`src/rtl/cpu_pkg.sv`:
```
// Shared definitions for the fetch front end: next-PC select codes,
// fetch FSM states and the instruction word size.
package cpu_pkg;

  typedef enum logic [1:0] {
    PC_SEQ    = 2'b00,
    PC_BRANCH = 2'b01,
    PC_JUMP   = 2'b10,
    PC_REG    = 2'b11
  } pcsrc_e;

  typedef enum logic {
    S_IDLE  = 1'b0,
    S_FETCH = 1'b1
  } fetch_state_e;

  localparam int unsigned WORD_BYTES = 4;

endpackage

```
`src/rtl/pc_fetch_unit_if.sv`:
```
// Instruction-memory read handshake: req/addr toward memory, ack/rdata back.
interface pc_fetch_unit_if;
  logic        imem_req;
  logic [31:0] imem_addr;
  logic        imem_ack;
  logic [31:0] imem_rdata;

  modport master (output imem_req, output imem_addr, input imem_ack, input imem_rdata);
  modport slave  (input imem_req, input imem_addr, output imem_ack, output imem_rdata);
endinterface

```
`src/rtl/pc_fetch_unit_next_pc_sel.sv`:
```
// Combinational next-PC selection: sequential, branch, jump and register targets.
module next_pc_sel
  import cpu_pkg::*;
(
  input  logic [31:0] pc,
  input  logic [1:0]  PCSrc,
  input  logic [31:0] immExt,
  input  logic [25:0] jumpAddr,
  input  logic [31:0] regAddr,
  output logic [31:0] next_pc,
  output logic [31:0] pc_plus4
);

  // All adds wrap modulo 2^32; the word-offset shift drops immExt[31:30].
  always_comb begin
    pc_plus4 = pc + 32'(WORD_BYTES);
    case (PCSrc)
      PC_SEQ:    next_pc = pc_plus4;
      PC_BRANCH: next_pc = pc_plus4 + (immExt << 2);
      PC_JUMP:   next_pc = {pc_plus4[31:28], jumpAddr, 2'b00};
      default:   next_pc = regAddr;
    endcase
  end

endmodule

```
`src/rtl/pc_fetch_unit.sv`:
```
// PC register and instruction-fetch front end with req/ack memory handshake.
module pc_fetch_unit
  import cpu_pkg::*;
#(
  parameter logic [31:0] RESET_PC = 32'h0000_0000
) (
  input  logic                   CLK,
  input  logic                   RST,
  input  logic                   PCWre,
  input  logic [1:0]             PCSrc,
  input  logic [31:0]            immExt,
  input  logic [25:0]            jumpAddr,
  input  logic [31:0]            regAddr,
  input  logic                   fetch_start,
  pc_fetch_unit_if.master        imem,
  output logic [31:0]            pc,
  output logic [31:0]            pc_plus4,
  output logic [31:0]            IR,
  output logic                   ir_valid,
  output logic                   busy,
  output logic                   pc_misaligned
);

  fetch_state_e state_q, state_d;
  logic [31:0]  pc_q, next_pc, pend_pc_q, ir_q, addr_q, fetch_pc, commit_val;
  logic         pend_valid_q, req_q, ir_valid_q, mis_q;
  logic         start_fetch, fetch_done, commit_en, pend_load;

  next_pc_sel u_sel (
    .pc       (pc_q),
    .PCSrc    (PCSrc),
    .immExt   (immExt),
    .jumpAddr (jumpAddr),
    .regAddr  (regAddr),
    .next_pc  (next_pc),
    .pc_plus4 (pc_plus4)
  );

  // State register.
  always_ff @(posedge CLK) begin
    if (RST) state_q <= S_IDLE;
    else     state_q <= state_d;
  end

  // Next state, fetch launch/completion and PC commit decisions.
  // A PCWre on the ack edge itself is the newest update, so it beats the pending value.
  always_comb begin
    state_d     = state_q;
    start_fetch = 1'b0;
    fetch_done  = 1'b0;
    commit_en   = 1'b0;
    commit_val  = next_pc;
    pend_load   = 1'b0;
    fetch_pc    = PCWre ? next_pc : pc_q;
    case (state_q)
      S_IDLE: begin
        commit_en = PCWre;
        if (fetch_start) begin
          state_d     = S_FETCH;
          start_fetch = 1'b1;
        end
      end
      default: begin
        if (imem.imem_ack) begin
          state_d    = S_IDLE;
          fetch_done = 1'b1;
          if (PCWre) begin
            commit_en = 1'b1;
          end else if (pend_valid_q) begin
            commit_en  = 1'b1;
            commit_val = pend_pc_q;
          end
        end else begin
          pend_load = PCWre;
        end
      end
    endcase
  end

  // PC, pending PC, request/address, IR and sticky misalignment flag.
  always_ff @(posedge CLK) begin
    if (RST) begin
      pc_q         <= RESET_PC;
      pend_pc_q    <= '0;
      pend_valid_q <= 1'b0;
      ir_q         <= '0;
      ir_valid_q   <= 1'b0;
      req_q        <= 1'b0;
      addr_q       <= '0;
      mis_q        <= 1'b0;
    end else begin
      ir_valid_q <= fetch_done;
      if (commit_en) begin
        pc_q <= commit_val;
        if (commit_val[1:0] != 2'b00) mis_q <= 1'b1;
      end
      if (pend_load) begin
        pend_pc_q    <= next_pc;
        pend_valid_q <= 1'b1;
      end else if (fetch_done) begin
        pend_valid_q <= 1'b0;
      end
      if (start_fetch) begin
        req_q  <= 1'b1;
        addr_q <= {fetch_pc[31:2], 2'b00};
      end else if (fetch_done) begin
        req_q <= 1'b0;
      end
      if (fetch_done) ir_q <= imem.imem_rdata;
    end
  end

  assign imem.imem_req  = req_q;
  assign imem.imem_addr = addr_q;
  assign pc             = pc_q;
  assign IR             = ir_q;
  assign ir_valid       = ir_valid_q;
  assign busy           = (state_q == S_FETCH);
  assign pc_misaligned  = mis_q;

endmodule

```
`src/flat_wrapper.sv`:
```
// flat-port wrapper written by rule: the top's interface ports become plain ports
module pc_fetch_unit_flat import cpu_pkg::*;
#(
  parameter logic [31:0] RESET_PC = 32'h0000_0000
)
  (CLK, RST, PCWre, PCSrc, immExt, jumpAddr, regAddr, fetch_start, pc, pc_plus4, IR, ir_valid, busy, pc_misaligned, imem_imem_req, imem_imem_addr, imem_imem_ack, imem_imem_rdata);
  pc_fetch_unit_if imem_i ();
  input  logic CLK;
  input  logic RST;
  input  logic PCWre;
  input  logic [1:0] PCSrc;
  input  logic [31:0] immExt;
  input  logic [25:0] jumpAddr;
  input  logic [31:0] regAddr;
  input  logic fetch_start;
  output logic [31:0] pc;
  output logic [31:0] pc_plus4;
  output logic [31:0] IR;
  output logic ir_valid;
  output logic busy;
  output logic pc_misaligned;
  output wire logic [$bits(imem_i.imem_req)-1:0] imem_imem_req;
  output wire logic [$bits(imem_i.imem_addr)-1:0] imem_imem_addr;
  input wire logic [$bits(imem_i.imem_ack)-1:0] imem_imem_ack;
  input wire logic [$bits(imem_i.imem_rdata)-1:0] imem_imem_rdata;
  assign imem_imem_req = imem_i.imem_req;
  assign imem_imem_addr = imem_i.imem_addr;
  assign imem_i.imem_ack = imem_imem_ack;
  assign imem_i.imem_rdata = imem_imem_rdata;
  pc_fetch_unit #(.RESET_PC(RESET_PC)) u_core (.CLK(CLK), .RST(RST), .PCWre(PCWre), .PCSrc(PCSrc), .immExt(immExt), .jumpAddr(jumpAddr), .regAddr(regAddr), .fetch_start(fetch_start), .imem(imem_i), .pc(pc), .pc_plus4(pc_plus4), .IR(IR), .ir_valid(ir_valid), .busy(busy), .pc_misaligned(pc_misaligned));
endmodule
```
`config.mk`:
```
export PLATFORM = sky130hd
export DESIGN_NAME = pc_fetch_unit_flat
export DESIGN_NICKNAME = d
export VERILOG_FILES = /design/src/rtl/cpu_pkg.sv /design/src/rtl/pc_fetch_unit_if.sv /design/src/rtl/pc_fetch_unit_next_pc_sel.sv /design/src/rtl/pc_fetch_unit.sv /design/src/flat_wrapper.sv
export SDC_FILE = /design/constraint.sdc
export NUM_CORES = 1
export LEC_CHECK = 0
export ABC_CLOCK_PERIOD_IN_PS = 3960
export BUFFER_PORTS_ARGS = -buffer_cell sky130_fd_sc_hd__buf_2
export CORE_MARGIN = 2
export CORE_UTILIZATION = 45
export DETAILED_ROUTE_END_ITERATION = 16
export PLACE_DENSITY_LB_ADDON = 0.3
export SKIP_LAST_GASP = 1
export SLEW_MARGIN = 20
export SYNTH_ARGS = -nofsm -noshare
export SYNTH_HDL_FRONTEND = slang
export SYNTH_SLANG_ARGS = --single-unit
```
`constraint.sdc`:
```
create_clock -name CLK -period 3.96 [get_ports CLK]
set_input_delay 0.792 -clock CLK [delete_from_list [all_inputs] [get_ports CLK]]
set_output_delay 0.792 -clock CLK [all_outputs]
set_load 0.1 [all_outputs]
```
* After elaboration in Yosys (flattened, before gate mapping) *
Index checks and enable logic that the tools add are counted.

word-level totals
  logic and storage cells = 39
  register bits after elaboration = 131
  output and inout bits = 132

operators by class
  reduce and logical (&&, ||, !) cells = 5
  add/subtract/negate cells = 2
  equality and inequality tests = 2
  muxes and demuxes = 21

operator list
  operator                                                         number
  32-bit 2-to-1 mux                                                5
  32-bit case mux with 3 select lines                              1
  32-bit by 3-bit adder with 32-bit output, second input constant  1
  32-bit adder                                                     1
  1-bit 2-to-1 mux                                                 15
  2-bit nonzero test                                               3
  2-bit by 1-bit == test with 1-bit output, second input constant  1
  2-bit == test, second input constant                             1
  2-bit logical NOT                                                1
  2-bit AND reduction                                              1

* Depth between registers and ports, before layout *
  depth after elaboration = 9
  mapped depth = 18

* Hierarchy *
Synthesis repeated with hierarchy kept, for this count alone.

unflattened totals
  cells, all modules = 937
  area, all modules = 8177.8 um2

modules (own cells, without submodules)
  module         seq. area each (um2)  times used  area an instance (um2)  cells each
  pc_fetch_unit  2622.5                1           5238.8                  553
  next_pc_sel    0.0                   1           2939.1                  384

* Least setup slack after synthesis *
OpenSTA, ideal clock, no wires.

  path type = register -> register
  start = register u_core.pc_q[2] (netlist: u_core.pc[2])
  end = register u_core.pc_q[23] (netlist: u_core.pc[23])
  library setup time = 0.132 ns
  arrival time = 6.044 ns
  required time = 3.828 ns
  path slack = -2.216 ns
  stages on the path, launching flop included = 15
  path buffers = 1
  clock period less this slack = 6.176 ns
  cells stage by stage = dfxtp_1 -> ha_1 -> nand3_1 -> nor4_4 -> nand4_1 -> xnor2_1 -> ha_1 -> clkbuf_1 -> a21o_1 -> or4_1 -> o21bai_1 -> xnor2_1 -> a221o_1 -> o211ai_1 -> a21oi_1

between the ends
  longest elaborated chain between the ends = 7

RTL lines
  what                                          RTL line                         source
  from (decl)                                   pc_fetch_unit.sv:25              logic [31:0] pc_q, next_pc, pend_pc_q, ir_q, addr_q, fetch_pc, commit_val;
  from (signal assigned)                        pc_fetch_unit.sv:94              pc_q <= commit_val;
  32-bit by 3-bit adder with 32-bit output (*)  pc_fetch_unit_next_pc_sel.sv:16  pc_plus4 = pc + 32'(WORD_BYTES);
  via pc_plus4[22]                              flat_wrapper.sv:17               output logic [31:0] pc_plus4;
  32-bit adder (*)                              pc_fetch_unit_next_pc_sel.sv:19  PC_BRANCH: next_pc = pc_plus4 + (immExt << 2);
  32-bit case mux with 3 select lines (*)       pc_fetch_unit_next_pc_sel.sv:17  case (PCSrc)
  32-bit 2-to-1 mux                             pc_fetch_unit.sv:69              end else if (pend_valid_q) begin
  32-bit 2-to-1 mux                             pc_fetch_unit.sv:67              if (PCWre) begin
  32-bit 2-to-1 mux                             pc_fetch_unit.sv:64              if (imem.imem_ack) begin
  32-bit 2-to-1 mux (*)                         pc_fetch_unit.sv:55              case (state_q)

Mark *: on every way through the listed nets, which the timed path passes. The rest lies on a longest branch.
A chain may end at the register's enable or synchronous reset.

* Worst setup path after layout *
  start = register u_core.pc_q[2] (netlist: u_core.pc[2])
  end = register u_core.addr_q[28] (netlist: u_core.imem.imem_addr[28])

between the ends
  longest elaborated chain between the ends = 4

RTL lines
  what                                          RTL line                         source
  32-bit by 3-bit adder with 32-bit output (*)  pc_fetch_unit_next_pc_sel.sv:16
  32-bit adder                                  pc_fetch_unit_next_pc_sel.sv:19
  32-bit case mux with 3 select lines (*)       pc_fetch_unit_next_pc_sel.sv:17
  32-bit 2-to-1 mux (*)                         pc_fetch_unit.sv:54              fetch_pc = PCWre ? next_pc : pc_q;
  to (signal assigned)                          pc_fetch_unit.sv:105             addr_q <= {fetch_pc[31:2], 2'b00};
  to (decl)                                     pc_fetch_unit.sv:25

Every way passes the cells marked *; elsewhere a longest branch is shown, timed or not.

==> impl_table.tex <==
\begin{tabular}{lr}
\hline
Metric & Value \\
\hline
\multicolumn{2}{l}{\textbf{Global routing}} \\
\quad Final global-route overflow total & 0 \\
\quad Via count of the first global-routing pass & approximately 8000 \\
\quad Wire length of the first global-routing pass & 43.8 mm \\
\quad Initial antenna violation count & 0 \\
\quad Largest net degree at the start of global routing & 74 \\
\quad Overall Global Routing Usage & around 28\% \\
\multicolumn{2}{l}{\textbf{CTS}} \\
\quad \# hold bufs at CTS & 0 \\
\quad Clock Sink Count & 131 \\
\quad Root Buffer Master & sky130\_fd\_sc\_hd\_\_clkbuf\_16 \\
\quad Clk buf depth & 2 \\
\quad Latest clock arrival within the worst-skew pair & 0.41 ns \\
\quad TritonCTS clock tree & done \\
\quad Total CTS buffers & 17 \\
\quad H-tree levels & 4 \\
\quad Clock transition at path regs & 0.06 ns \\
\multicolumn{2}{l}{\textbf{Cells and area}} \\
\quad Net count of the finished layout & roughly 1500 \\
\quad Post-layout instance count excluding filler cells & 1531 \\
\quad Leading cell type in the layout, fill and taps excluded & sky130\_fd\_sc\_hd\_\_buf\_2 \\
\quad Share of post-route cells with drive strength above 1 & 36.3\% \\
\quad Commonest cells after routing, fill and taps aside & sky130\_fd\_sc\_hd\_\_buf\_2, sky130\_fd\_sc\_hd\_\_nor2\_1, sky130\_fd\_sc\_hd\_\_dfxtp\_1, sky130\_fd\_sc\_hd\_\_a21oi\_1, sky130\_fd\_sc\_hd\_\_nand2\_1 \\
\quad FF/Latch Area & 2700 um\^{}2 \\
\quad Number of fillers in the final layout & 1610 \\
\quad Footprint of the multi-input gates & about 5700 um\^{}2 \\
\quad Post-Layout Inst Area & 11200 um\^{}2 \\
\quad ANT cells & 0 \\
\quad Area added between synthesis and finish & 38.7\% \\
\multicolumn{2}{l}{\textbf{Synth}} \\
\quad Largest cells by area after synthesis & sky130\_fd\_sc\_hd\_\_dfxtp\_1, sky130\_fd\_sc\_hd\_\_a21oi\_1, sky130\_fd\_sc\_hd\_\_nor2\_1 \\
\quad Top cell type by total area after synthesis & sky130\_fd\_sc\_hd\_\_dfxtp\_1 \\
\quad Synth Warn \# & 0 \\
\quad Post-synthesis cell area & 8090 um\^{}2 \\
\quad Fraction of synthesized cell area taken by the top area cell type & 32.4\% \\
\quad Post-synth top flop & sky130\_fd\_sc\_hd\_\_dfxtp\_1 \\
\quad Cell count after synthesis & 1024 \\
\quad Count of flip-flops with a built-in enable after synthesis & 0 \\
\quad Post-synthesis cell type count & 68 \\
\quad Share of synthesized area occupied by flip-flops and latches & 32.4\% \\
\quad Synthesis-stage register bit count & around 130 \\
\quad Avg Synthesized Cell Area & slightly below 8 um\^{}2 \\
\quad Share of flip-flops with an asynchronous set or reset after synthesis & 0\% \\
\multicolumn{2}{l}{\textbf{Floorplan}} \\
\quad Starting utilization of the core area & around 45\% \\
\quad Ports & around 260 \\
\quad Die H & 138 um \\
\quad Core Area & about 18000 um\^{}2 \\
\quad Area of the die & $\sim$19000 um\^{}2 \\
\quad Die extent in x & between 100 and 150 um \\
\quad Site row count & 49 \\
\multicolumn{2}{l}{\textbf{Timing}} \\
\quad Max Freq & 267 MHz \\
\quad Pins Over Slew Limit & 0 \\
\quad Pin slew with the least headroom to its limit & 1.08 ns \\
\quad Hold Worst Slack & between 0.4 and 0.5 ns \\
\quad RSZ-0062 raised after global routing & true \\
\quad Post-route fraction of the period consumed by the critical path & 94.7\% \\
\quad Worst Clk Skew & 0.00837 ns \\
\quad Setup-violating endpoint count in the final report & 0 \\
\quad Max transition margin & around 28\% \\
\quad Shortest clock period the worst path allows after layout & 3.75 ns \\
\quad Hold violation total from the final report & 0 \\
\multicolumn{2}{l}{\textbf{Place}} \\
\quad Gp weighted congestion & between 0.9 and 1 \\
\quad \# port buffers & about 260 \\
\quad Placed insts & 1492 \\
\quad Post-detailed-placement half-perimeter wirelength & 21.0 mm \\
\quad Placed standard-cell area & about 10000 um\^{}2 \\
\multicolumn{2}{l}{\textbf{Power}} \\
\quad Power density relative to cell area & 432 nW/um\^{}2 \\
\quad Leak pwr & 0.00516 uW \\
\quad Max rail drop VDD & 0.336 mV \\
\multicolumn{2}{l}{\textbf{Drt}} \\
\quad Via-to-Cell Ratio & just under 6 \\
\quad Total via count after detailed routing & 8917 \\
\quad Sum of routed wire length over all layers & 28.3 mm \\
\quad Post-detailed-route wirelength per cell & roughly 19 um \\
\quad Total DRC errors in the routed layout & 0 \\
\quad Detailed Routing Iterations Pass 1 & 5 \\
\quad Iter 0 DRT Violations & 895 \\
\quad ANT nets after route & 0 \\
\multicolumn{2}{l}{\textbf{Worst hold path}} \\
\quad Type of the tightest min-delay check & reg -> reg \\
\multicolumn{2}{l}{\textbf{Critical path}} \\
\quad Critical Path AT & 4.09 ns \\
\quad Required time at the worst-slack endpoint & 4.29 ns \\
\quad Critical path fanouts, max & 11 \\
\quad Setup crit end kind & flop \\
\quad Crit Path Category & reg -> reg \\
\quad Kind of start point of the critical path & flop \\
\multicolumn{2}{l}{\textbf{Status}} \\
\quad Run status & finished, final reports clean \\
\multicolumn{2}{l}{\textbf{Job}} \\
\quad Max\_cap viols & 0 \\
\hline
\end{tabular}
where the power goes:
part           internal (uW)  switching, uW  total (uW)
Clock                   1030            603        1630
Combinational            487           1250        1740
Sequential              1390           86.7        1480
Total                   2910           1940        4850
per-layer routing:
metal | vias to the layer above | global-route usage (%) | wire length [um]
met4 | 0 | 6.98 | 616
met2 | 444 | 45.8 | 13100
met3 | 47 | 4.95 | 2510
met1 | 4139 | 39.8 | 12100
met5 | - | 0 | 0
li1 | 4287 | - | -
final cells by class:
class	instances	share of cell area [%]
sequential	131	24.1
timing repair buffer	322	15.9
multi-input combinational	797	51.1
inverter	20	0.703
clock inverter	12	1.24
tap	229	2.55
clock buffer	20	4.36
synth_stat cells (10+ instances only):
library cell / n
sky130_fd_sc_hd__a21o_1: 10
sky130_fd_sc_hd__a211o_1: 10
sky130_fd_sc_hd__inv_1: 20
sky130_fd_sc_hd__o211ai_1: 11
sky130_fd_sc_hd__mux2i_1: 18
sky130_fd_sc_hd__xor2_1: 12
sky130_fd_sc_hd__a21oi_1: 113
sky130_fd_sc_hd__a22o_1: 33
sky130_fd_sc_hd__nand4_1: 17
sky130_fd_sc_hd__nand3_1: 22
sky130_fd_sc_hd__o21ai_0: 70
sky130_fd_sc_hd__nor3_1: 10
sky130_fd_sc_hd__and3_1: 13
sky130_fd_sc_hd__a31oi_1: 10
sky130_fd_sc_hd__ha_1: 36
sky130_fd_sc_hd__a211oi_1: 35
sky130_fd_sc_hd__dfxtp_1: 131
sky130_fd_sc_hd__clkbuf_1: 66
sky130_fd_sc_hd__xnor2_1: 32
sky130_fd_sc_hd__nor2_1: 127
sky130_fd_sc_hd__nand2_1: 91
registers in the layout, summed over array words and instances (netlist names):
register               count
u_core.imem.imem_req       1
u_core.IR                 32
u_core.pend_pc_q          32
u_core.ir_valid            1
u_core.imem.imem_addr     30
u_core.pc_misaligned       1
u_core.pc                 32
u_core.busy                1
u_core.pend_valid_q        1
kinds of logic after synthesis:
kind of cell,Yosys count,synth area share [%]
AOI/OAI and AO/OA,355,28.3
xor gates and xnor gates,45,4.97
adders and majority gates,37,5.82
buffers and inverters,97,4.75
DFF,131,32.4
muxes,29,4.46
other,1,0.0464
and+or+nand+nor,329,19.2
through the flow:
step	setup TNS (ns)	total power [uW]	utilization (%)	setup slack, ns
after floorplan	-10.40	2770	-	-0.381
after global placement	0	3170	58.2	0.104
after detailed placement	0	3180	58.2	0.0411
after CTS	0	4810	61.7	0.00756
after global routing	-0.0278	5040	63.1	-0.0191
final	0	4850	63.1	0.208
worst max-delay path, stage by stage, from the launching register on:
cell,delay (ns)
sky130_fd_sc_hd__dfxtp_4,0.40
sky130_fd_sc_hd__nand4_1,0.29
sky130_fd_sc_hd__nor4_1,0.39
sky130_fd_sc_hd__buf_4,0.19
sky130_fd_sc_hd__xor2_4,0.19
sky130_fd_sc_hd__ha_1,0.37
sky130_fd_sc_hd__a21oi_1,0.26
sky130_fd_sc_hd__inv_1,0.07
sky130_fd_sc_hd__a21oi_1,0.24
sky130_fd_sc_hd__a21boi_0,0.16
sky130_fd_sc_hd__o21a_1,0.16
sky130_fd_sc_hd__or3_1,0.36
sky130_fd_sc_hd__a21oi_2,0.26
sky130_fd_sc_hd__o311ai_2,0.17
sky130_fd_sc_hd__a21oi_1,0.16
final timing paths:
check                                                end                                    from  slack, ns  cells after the start
setup / recovery  u_core.imem.imem_addr[28]$_SDFFE_PP0P_               u_core.pc[2]$_SDFFE_PP0P_       0.21                     14
hold / removal    u_core.imem.imem_addr[25]$_SDFFE_PP0P_  u_core.imem.imem_addr[25]$_SDFFE_PP0P_       0.45                      2
setup reg to reg  u_core.imem.imem_addr[28]$_SDFFE_PP0P_               u_core.pc[2]$_SDFFE_PP0P_       0.21                     14
hold reg to reg   u_core.imem.imem_addr[25]$_SDFFE_PP0P_  u_core.imem.imem_addr[25]$_SDFFE_PP0P_       0.45                      2
timing repair:
item / CTS / global route
setup buffers: 0 / 7
setup endpoints to repair: 0 / 28
resized for setup: 0 / 42
Power figures use the tool's default switching activity.
